--- src/rtl/issue_scoreboard_if.sv ---
// Decode/back-end handshake bundle for issue_scoreboard, plus FSM and counter debug taps.
// Handshake: a uop leaves decode on a cycle where issue_valid && issue_ready; issue_ready never looks at issue_valid.
interface issue_scoreboard_if #(
  parameter int OUT_W = 6
);
  logic             issue_valid;
  logic [4:0]       issue_rs1;
  logic             issue_rs1_used;
  logic [4:0]       issue_rs2;
  logic             issue_rs2_used;
  logic [4:0]       issue_rd;
  logic             issue_rd_valid;
  logic             issue_ready;
  logic             wb_valid;
  logic [4:0]       wb_rd;
  logic             drain_req;
  logic             drain_done;
  logic             busy;
  logic             err_underflow;
  logic [31:0]      stall_cycles;
  logic             dbgState;
  logic [OUT_W-1:0] dbgOutstanding;

  modport master (
    output issue_valid, issue_rs1, issue_rs1_used, issue_rs2, issue_rs2_used,
           issue_rd, issue_rd_valid, wb_valid, wb_rd, drain_req,
    input  issue_ready, drain_done, busy, err_underflow, stall_cycles,
           dbgState, dbgOutstanding
  );

  modport slave (
    input  issue_valid, issue_rs1, issue_rs1_used, issue_rs2, issue_rs2_used,
           issue_rd, issue_rd_valid, wb_valid, wb_rd, drain_req,
    output issue_ready, drain_done, busy, err_underflow, stall_cycles,
           dbgState, dbgOutstanding
  );
endinterface

--- src/rtl/issue_scoreboard.sv ---
// Register-hazard scoreboard and issue/drain controller between decode and the back end.
// Optional macro SCOREBOARD_WB_BYPASS_EN lets a same-cycle final writeback clear a source hazard.
module issue_scoreboard #(
  parameter int NUM_REGS = 32,
  parameter int CNT_W    = 2,
  parameter int OUT_W    = 6
) (
  input logic               clk,
  input logic               rst,
  issue_scoreboard_if.slave sb
);

  typedef enum logic {IDLE = 1'b0, DRAIN = 1'b1} stateT;

  localparam logic [CNT_W-1:0] CNT_MAX = {CNT_W{1'b1}};
  localparam logic [OUT_W-1:0] OUT_MAX = {OUT_W{1'b1}};

  stateT                state, nextState;
  logic [CNT_W-1:0]     cnt [NUM_REGS];
  logic [OUT_W-1:0]     outstanding;
  logic                 errUnderflow;
  logic [31:0]          stallCycles;

  logic                 byp1, byp2;
  logic                 hazard, full, ready, drainDone;
  logic                 fire, incEn, decEn, wbZero;
  logic [NUM_REGS-1:0]  incVec, decVec;

  // A source whose only pending write retires this cycle is forwarded by the back end.
  always_comb begin
    byp1 = 1'b0;
    byp2 = 1'b0;
`ifdef SCOREBOARD_WB_BYPASS_EN
    byp1 = sb.wb_valid && (sb.wb_rd == sb.issue_rs1) && (cnt[sb.issue_rs1] == CNT_W'(1));
    byp2 = sb.wb_valid && (sb.wb_rd == sb.issue_rs2) && (cnt[sb.issue_rs2] == CNT_W'(1));
`endif
  end

  always_comb begin
    hazard = (sb.issue_rs1_used && (sb.issue_rs1 != '0) && (cnt[sb.issue_rs1] != '0) && !byp1) ||
             (sb.issue_rs2_used && (sb.issue_rs2 != '0) && (cnt[sb.issue_rs2] != '0) && !byp2);
    full   = (sb.issue_rd_valid && (sb.issue_rd != '0) && (cnt[sb.issue_rd] == CNT_MAX)) ||
             (outstanding == OUT_MAX);
  end

  always_comb begin
    nextState = state;
    ready     = 1'b0;
    drainDone = 1'b0;
    case (state)
      IDLE: begin
        ready = !hazard && !full;
        if (sb.drain_req) nextState = DRAIN;
      end
      DRAIN: begin
        if (outstanding == '0) begin
          drainDone = 1'b1;
          nextState = IDLE;
        end
      end
      default: nextState = IDLE;
    endcase
  end

  always_comb begin
    fire   = sb.issue_valid && ready;
    incEn  = fire && sb.issue_rd_valid && (sb.issue_rd != '0);
    decEn  = sb.wb_valid && (sb.wb_rd != '0) && (cnt[sb.wb_rd] != '0);
    wbZero = sb.wb_valid && (sb.wb_rd != '0) && (cnt[sb.wb_rd] == '0);
    incVec = '0;
    decVec = '0;
    if (incEn) incVec[sb.issue_rd] = 1'b1;
    if (decEn) decVec[sb.wb_rd]    = 1'b1;
  end

  always_ff @(posedge clk) begin
    if (rst) state <= IDLE;
    else     state <= nextState;
  end

  // A fire and a retire on the same register cancel out, both per register and in total.
  always_ff @(posedge clk) begin
    if (rst) begin
      for (int r = 0; r < NUM_REGS; r++) cnt[r] <= '0;
      outstanding <= '0;
    end else begin
      for (int r = 1; r < NUM_REGS; r++) begin
        if (incVec[r] && !decVec[r])      cnt[r] <= cnt[r] + CNT_W'(1);
        else if (decVec[r] && !incVec[r]) cnt[r] <= cnt[r] - CNT_W'(1);
      end
      if (incEn && !decEn)      outstanding <= outstanding + OUT_W'(1);
      else if (decEn && !incEn) outstanding <= outstanding - OUT_W'(1);
    end
  end

  always_ff @(posedge clk) begin
    if (rst) begin
      errUnderflow <= 1'b0;
      stallCycles  <= '0;
    end else begin
      if (wbZero) errUnderflow <= 1'b1;
      if (sb.issue_valid && !ready && (stallCycles != '1)) stallCycles <= stallCycles + 32'd1;
    end
  end

  assign sb.issue_ready    = ready;
  assign sb.drain_done     = drainDone;
  assign sb.busy           = (outstanding != '0);
  assign sb.err_underflow  = errUnderflow;
  assign sb.stall_cycles   = stallCycles;
  assign sb.dbgState       = state;
  assign sb.dbgOutstanding = outstanding;

endmodule

--- src/flat_wrapper.sv ---
// flat-port wrapper written by rule: the top's interface ports become plain ports
module issue_scoreboard_flat 
#(
  parameter int NUM_REGS = 32,
  parameter int CNT_W    = 2,
  parameter int OUT_W    = 6
)
  (clk, rst, sb_issue_valid, sb_issue_rs1, sb_issue_rs1_used, sb_issue_rs2, sb_issue_rs2_used, sb_issue_rd, sb_issue_rd_valid, sb_wb_valid, sb_wb_rd, sb_drain_req, sb_issue_ready, sb_drain_done, sb_busy, sb_err_underflow, sb_stall_cycles, sb_dbgState, sb_dbgOutstanding);
  issue_scoreboard_if #(.OUT_W(OUT_W)) sb_i ();
  input logic clk;
  input logic rst;
  input wire logic [$bits(sb_i.issue_valid)-1:0] sb_issue_valid;
  input wire logic [$bits(sb_i.issue_rs1)-1:0] sb_issue_rs1;
  input wire logic [$bits(sb_i.issue_rs1_used)-1:0] sb_issue_rs1_used;
  input wire logic [$bits(sb_i.issue_rs2)-1:0] sb_issue_rs2;
  input wire logic [$bits(sb_i.issue_rs2_used)-1:0] sb_issue_rs2_used;
  input wire logic [$bits(sb_i.issue_rd)-1:0] sb_issue_rd;
  input wire logic [$bits(sb_i.issue_rd_valid)-1:0] sb_issue_rd_valid;
  input wire logic [$bits(sb_i.wb_valid)-1:0] sb_wb_valid;
  input wire logic [$bits(sb_i.wb_rd)-1:0] sb_wb_rd;
  input wire logic [$bits(sb_i.drain_req)-1:0] sb_drain_req;
  output wire logic [$bits(sb_i.issue_ready)-1:0] sb_issue_ready;
  output wire logic [$bits(sb_i.drain_done)-1:0] sb_drain_done;
  output wire logic [$bits(sb_i.busy)-1:0] sb_busy;
  output wire logic [$bits(sb_i.err_underflow)-1:0] sb_err_underflow;
  output wire logic [$bits(sb_i.stall_cycles)-1:0] sb_stall_cycles;
  output wire logic [$bits(sb_i.dbgState)-1:0] sb_dbgState;
  output wire logic [$bits(sb_i.dbgOutstanding)-1:0] sb_dbgOutstanding;
  assign sb_i.issue_valid = sb_issue_valid;
  assign sb_i.issue_rs1 = sb_issue_rs1;
  assign sb_i.issue_rs1_used = sb_issue_rs1_used;
  assign sb_i.issue_rs2 = sb_issue_rs2;
  assign sb_i.issue_rs2_used = sb_issue_rs2_used;
  assign sb_i.issue_rd = sb_issue_rd;
  assign sb_i.issue_rd_valid = sb_issue_rd_valid;
  assign sb_i.wb_valid = sb_wb_valid;
  assign sb_i.wb_rd = sb_wb_rd;
  assign sb_i.drain_req = sb_drain_req;
  assign sb_issue_ready = sb_i.issue_ready;
  assign sb_drain_done = sb_i.drain_done;
  assign sb_busy = sb_i.busy;
  assign sb_err_underflow = sb_i.err_underflow;
  assign sb_stall_cycles = sb_i.stall_cycles;
  assign sb_dbgState = sb_i.dbgState;
  assign sb_dbgOutstanding = sb_i.dbgOutstanding;
  issue_scoreboard #(.NUM_REGS(NUM_REGS), .CNT_W(CNT_W), .OUT_W(OUT_W)) u_core (.clk(clk), .rst(rst), .sb(sb_i));
endmodule
--- config.mk ---
export PLATFORM = sky130hd
export DESIGN_NAME = issue_scoreboard_flat
export DESIGN_NICKNAME = d
export VERILOG_FILES = /design/src/rtl/issue_scoreboard_if.sv /design/src/rtl/issue_scoreboard.sv /design/src/flat_wrapper.sv
export SDC_FILE = /design/constraint.sdc
export NUM_CORES = 1
export LEC_CHECK = 0
export ABC_AREA = 1
export CAP_MARGIN = 10
export CORE_AREA = 2 2 133 148
export DETAILED_ROUTE_END_ITERATION = 6
export DIE_AREA = 0 0 135 150
export GPL_ROUTABILITY_DRIVEN = 0
export PLACE_DENSITY = 0.7
export SLEW_MARGIN = 20
export SYNTH_ARGS = -nofsm -noshare
export SYNTH_HDL_FRONTEND = slang
export SYNTH_SLANG_ARGS = --single-unit
--- constraint.sdc ---
create_clock -name clk -period 7.2 [get_ports clk]
set_clock_uncertainty 0.05 [all_clocks]
set_input_delay 1.08 -clock clk [delete_from_list [all_inputs] [get_ports clk]]
set_output_delay 1.08 -clock clk [all_outputs]
set_load 0.02 [all_outputs]
==> flow_summary_export.csv <==
group,metric,value,unit
outcome,status,"finished clean",
cells_and_area,fin_util,0.4964,
clock_network,clock-sinks,102,
routing,routed_wirelength,26160,um
floorplan,num_rows,53,
floorplan,chipHeight,150,um
yosys,syn-num-nets,1335,
floorplan,die_x,135,um
critical_path,critPathKind,"in -> reg",
clock_network,cts_tree,"built",
clock_network,ctsLongestPathBuffers,2,
job,maxCapViolCount,0,
critical_path,crit_required,7400,ps
sta,setup_ws,1557,ps
critical_path,arrival,5840,ps
sta,rsz0062_at_grt,"no",
routing,firstDrtPassIters,6,
routing,num_vias,8931,
grt,first_global_vias,8312,
power_and_ir_drop,power.density,163.9,nW/um2
yosys,ys_types,42,
cells_and_area,regArea,2663,um2
placed_design,dpl.hpwl,19350,um
yosys,synth_cells,1300,
critical_path,critical_path.max_fanout,28,
sta,timing_max_transition_violations_final,0,
cells_and_area,nets,1379,
clock_network,postCtsHoldBufs,0,
sta,max_freq,177.2,MHz
grt,grt_max_degree,74,
clock_network,cts-htree-levels,3,
yosys,synth_top_cell_by_area,"edfxtp_1",
clock_network,numCtsBuffers,9,
critical_path,reg2reg_slack,3150,ps
clock_network,post_cts_buffers,0,
power_and_ir_drop,p_leak,0.003907,uW
sta,setup-tns-final,0,ps
worst_hold_path,hold_path.class,"reg -> reg",
cells_and_area,multi_input_area,4881,um2
cells_and_area,diodes,0,
floorplan,core,18830,um2
grt,grt_overflow,0,
yosys,yosys_warnings,0,
floorplan,start_util,0.4383,
routing,antenna_left,0,
sta,finalSetupViolCount,0,
placed_design,portBuffers,70,
yosys,synth_edf_count,62,
routing,avgViaCountPerCell,5.596,
clock_network,ctsResizeCount,0,
yosys,synth_ff_type,"edfxtp_1",
clock_network,cts-root-buf,"clkbuf_16",
cells_and_area,drive_above_1_share,0.03632,
yosys,ys_seq_area_frac,0.3225,
yosys,synth_area_leaders,"edfxtp_1 23%, nand2_1 20%, dfxtp_1 9.7%, nor2_1 7.5%, nand3_1 7.2%",
clock_network,path_clk_slew,80,ps
yosys,ys_top_cells_by_count,"432 x nand2_1, 164 x nor2_1, 121 x inv_1",
sta,period_share,0.7838,
sta,period_needed,5643,ps
routing,drc_errors,0,
yosys,yosysMostFrequentCell,"nand2_1",
power_and_ir_drop,vdd_drop_max,0.0001413,V
critical_path,end_kind,"flip-flop",
yosys,async_flop_share,0,
clock_network,insertion_delay,370,ps
sta,worst_pin_slew,1125,ps
floorplan,die_area,20250,um2
routing,drt_iter0_markers,730,
yosys,synth-seq-cells,102,
yosys,avgSynthCellArea,6.350,um2
yosys,syn_area,8255,um2
grt,grt_use_total,0.2612,
yosys,yosysTopAreaCellShare,0.2255,
routing,wl_per_cell,16.39,um
critical_path,start_kind,"primary input",
cells_and_area,syn2layout_area_growth,13.25,%
sta,finalHoldViolCount,0,
sta,max-slew-margin-rel,0.2474,
grt,grt_pass1_wl,41900,um
floorplan,io_pins,71,
cells_and_area,nFillCells,1985,
grt,antenna_found_initial,0,
placed_design,dp_slack,1287,ps
## sequential cells by signal, indices dropped and copies added (netlist names)
register                  count
u_core.cnt                   62
u_core.sb.dbgOutstanding      6
u_core.sb.dbgState            1
u_core.sb.err_underflow       1
u_core.sb.stall_cycles       32
## cells by family (layout without fill, tap and decap cells)
family / count (synthesis) / in the layout / share of synthesized area
simple gates: 818 / 818 / 0.4286
mux: 1 / 1 / 0.001213
xor+xnor: 54 / 54 / 0.05729
fa+ha+maj: 7 / 7 / 0.01152
buf+inv: 170 / 219 / 0.08624
compound gates: 148 / 148 / 0.09260
flops: 102 / 102 / 0.3225
## through the flow
stage,std cells,cell area (um2),power (uW),hold slack [ps]
2_1_floorplan,1300,8255,935.1,498.5
3_3_place_gp,1580,9069,1050,416.5
3_5_place_dp,1580,9069,1053,422.8
4_1_cts,1596,9349,1533,438.6
5_1_grt,1596,9349,1605,463.9
6_report,1596,9349,1532,434.3
## layout by cell type (no fill, tap or decap), types with 2 or more instances in the layout
cell	n
o22ai_1	7
ha_1	6
nand2_1	432
a21oi_1	90
nand3b_1	18
nor3_1	24
o21ai_0	39
buf_4	5
nor4_1	12
clkdlybuf4s50_1	69
nor3_2	7
nor2_1	164
clkbuf_16	9
edfxtp_1	62
inv_1	120
o21ai_1	5
nand4_1	29
or2_2	2
clkinv_4	2
nand3_1	118
a31oi_1	2
inv_4	3
nor2_2	4
xor2_1	49
dfxtp_1	40
nor2_4	3
xnor2_1	5
inv_2	6
## critical path, stage by stage
cell and delay [ps]:
clkdlybuf4s50_1 1220, inv_4 280, nor2_1 460, nand2_1 90, nand3_1 110, nand2_1 50
nand2_1 80, nor2_1 40, nand2_1 70, nand3_2 70, nand2_1 90, nor2_2 60
nand3_4 200, inv_2 130, ha_1 230, inv_1 170, ha_1 310, a21oi_1 160
inv_1 50, a31oi_1 210, o21bai_1 90, a21oi_1 180, nor2_1 60, nor2_1 80
nand2_1 60, o21ai_0 140, a21oi_1 50
## metal layers
layer  vias up  GRT usage  wire length [um]
met5         -          0                 0
met4         0     0.1234              1240
met3        90    0.04438              2370
met2       476     0.4371             11950
met1      4019     0.3278             10600
li1       4346          -                 -
## power by group
part	total [uW]	switching (uW)	internal [uW]
registers	698	42.7	655
logic	353	230	123
clock network	482	242	240
total	1530	515	1020
## final cells by class
| cell class | instances | area share |
|---|---|---|
| multi-input combinational | 1028 | 0.5221 |
| sequential | 102 | 0.2848 |
| clock inverter | 7 | 0.005889 |
| clock buffer | 9 | 0.02409 |
| inverter | 128 | 0.05166 |
| timing repair buffer | 75 | 0.07843 |
| tap | 247 | 0.03306 |
## path summary, 6_finish.rpt
check,startpoint,to,cells after the start
max,sb_issue_rd[0],u_core.sb.dbgOutstanding[5]$_SDFFE_PP0P_,27
min,u_core.sb.stall_cycles[31]$_SDFFE_PP0P_,u_core.sb.stall_cycles[31]$_SDFFE_PP0P_,2
max reg2reg,u_core.cnt[14][0]$_SDFFCE_PN0P_,u_core.sb.dbgOutstanding[5]$_SDFFE_PP0P_,24
min reg2reg,u_core.sb.stall_cycles[31]$_SDFFE_PP0P_,u_core.sb.stall_cycles[31]$_SDFFE_PP0P_,2
Note: power is estimated with default switching activity, not from simulation.
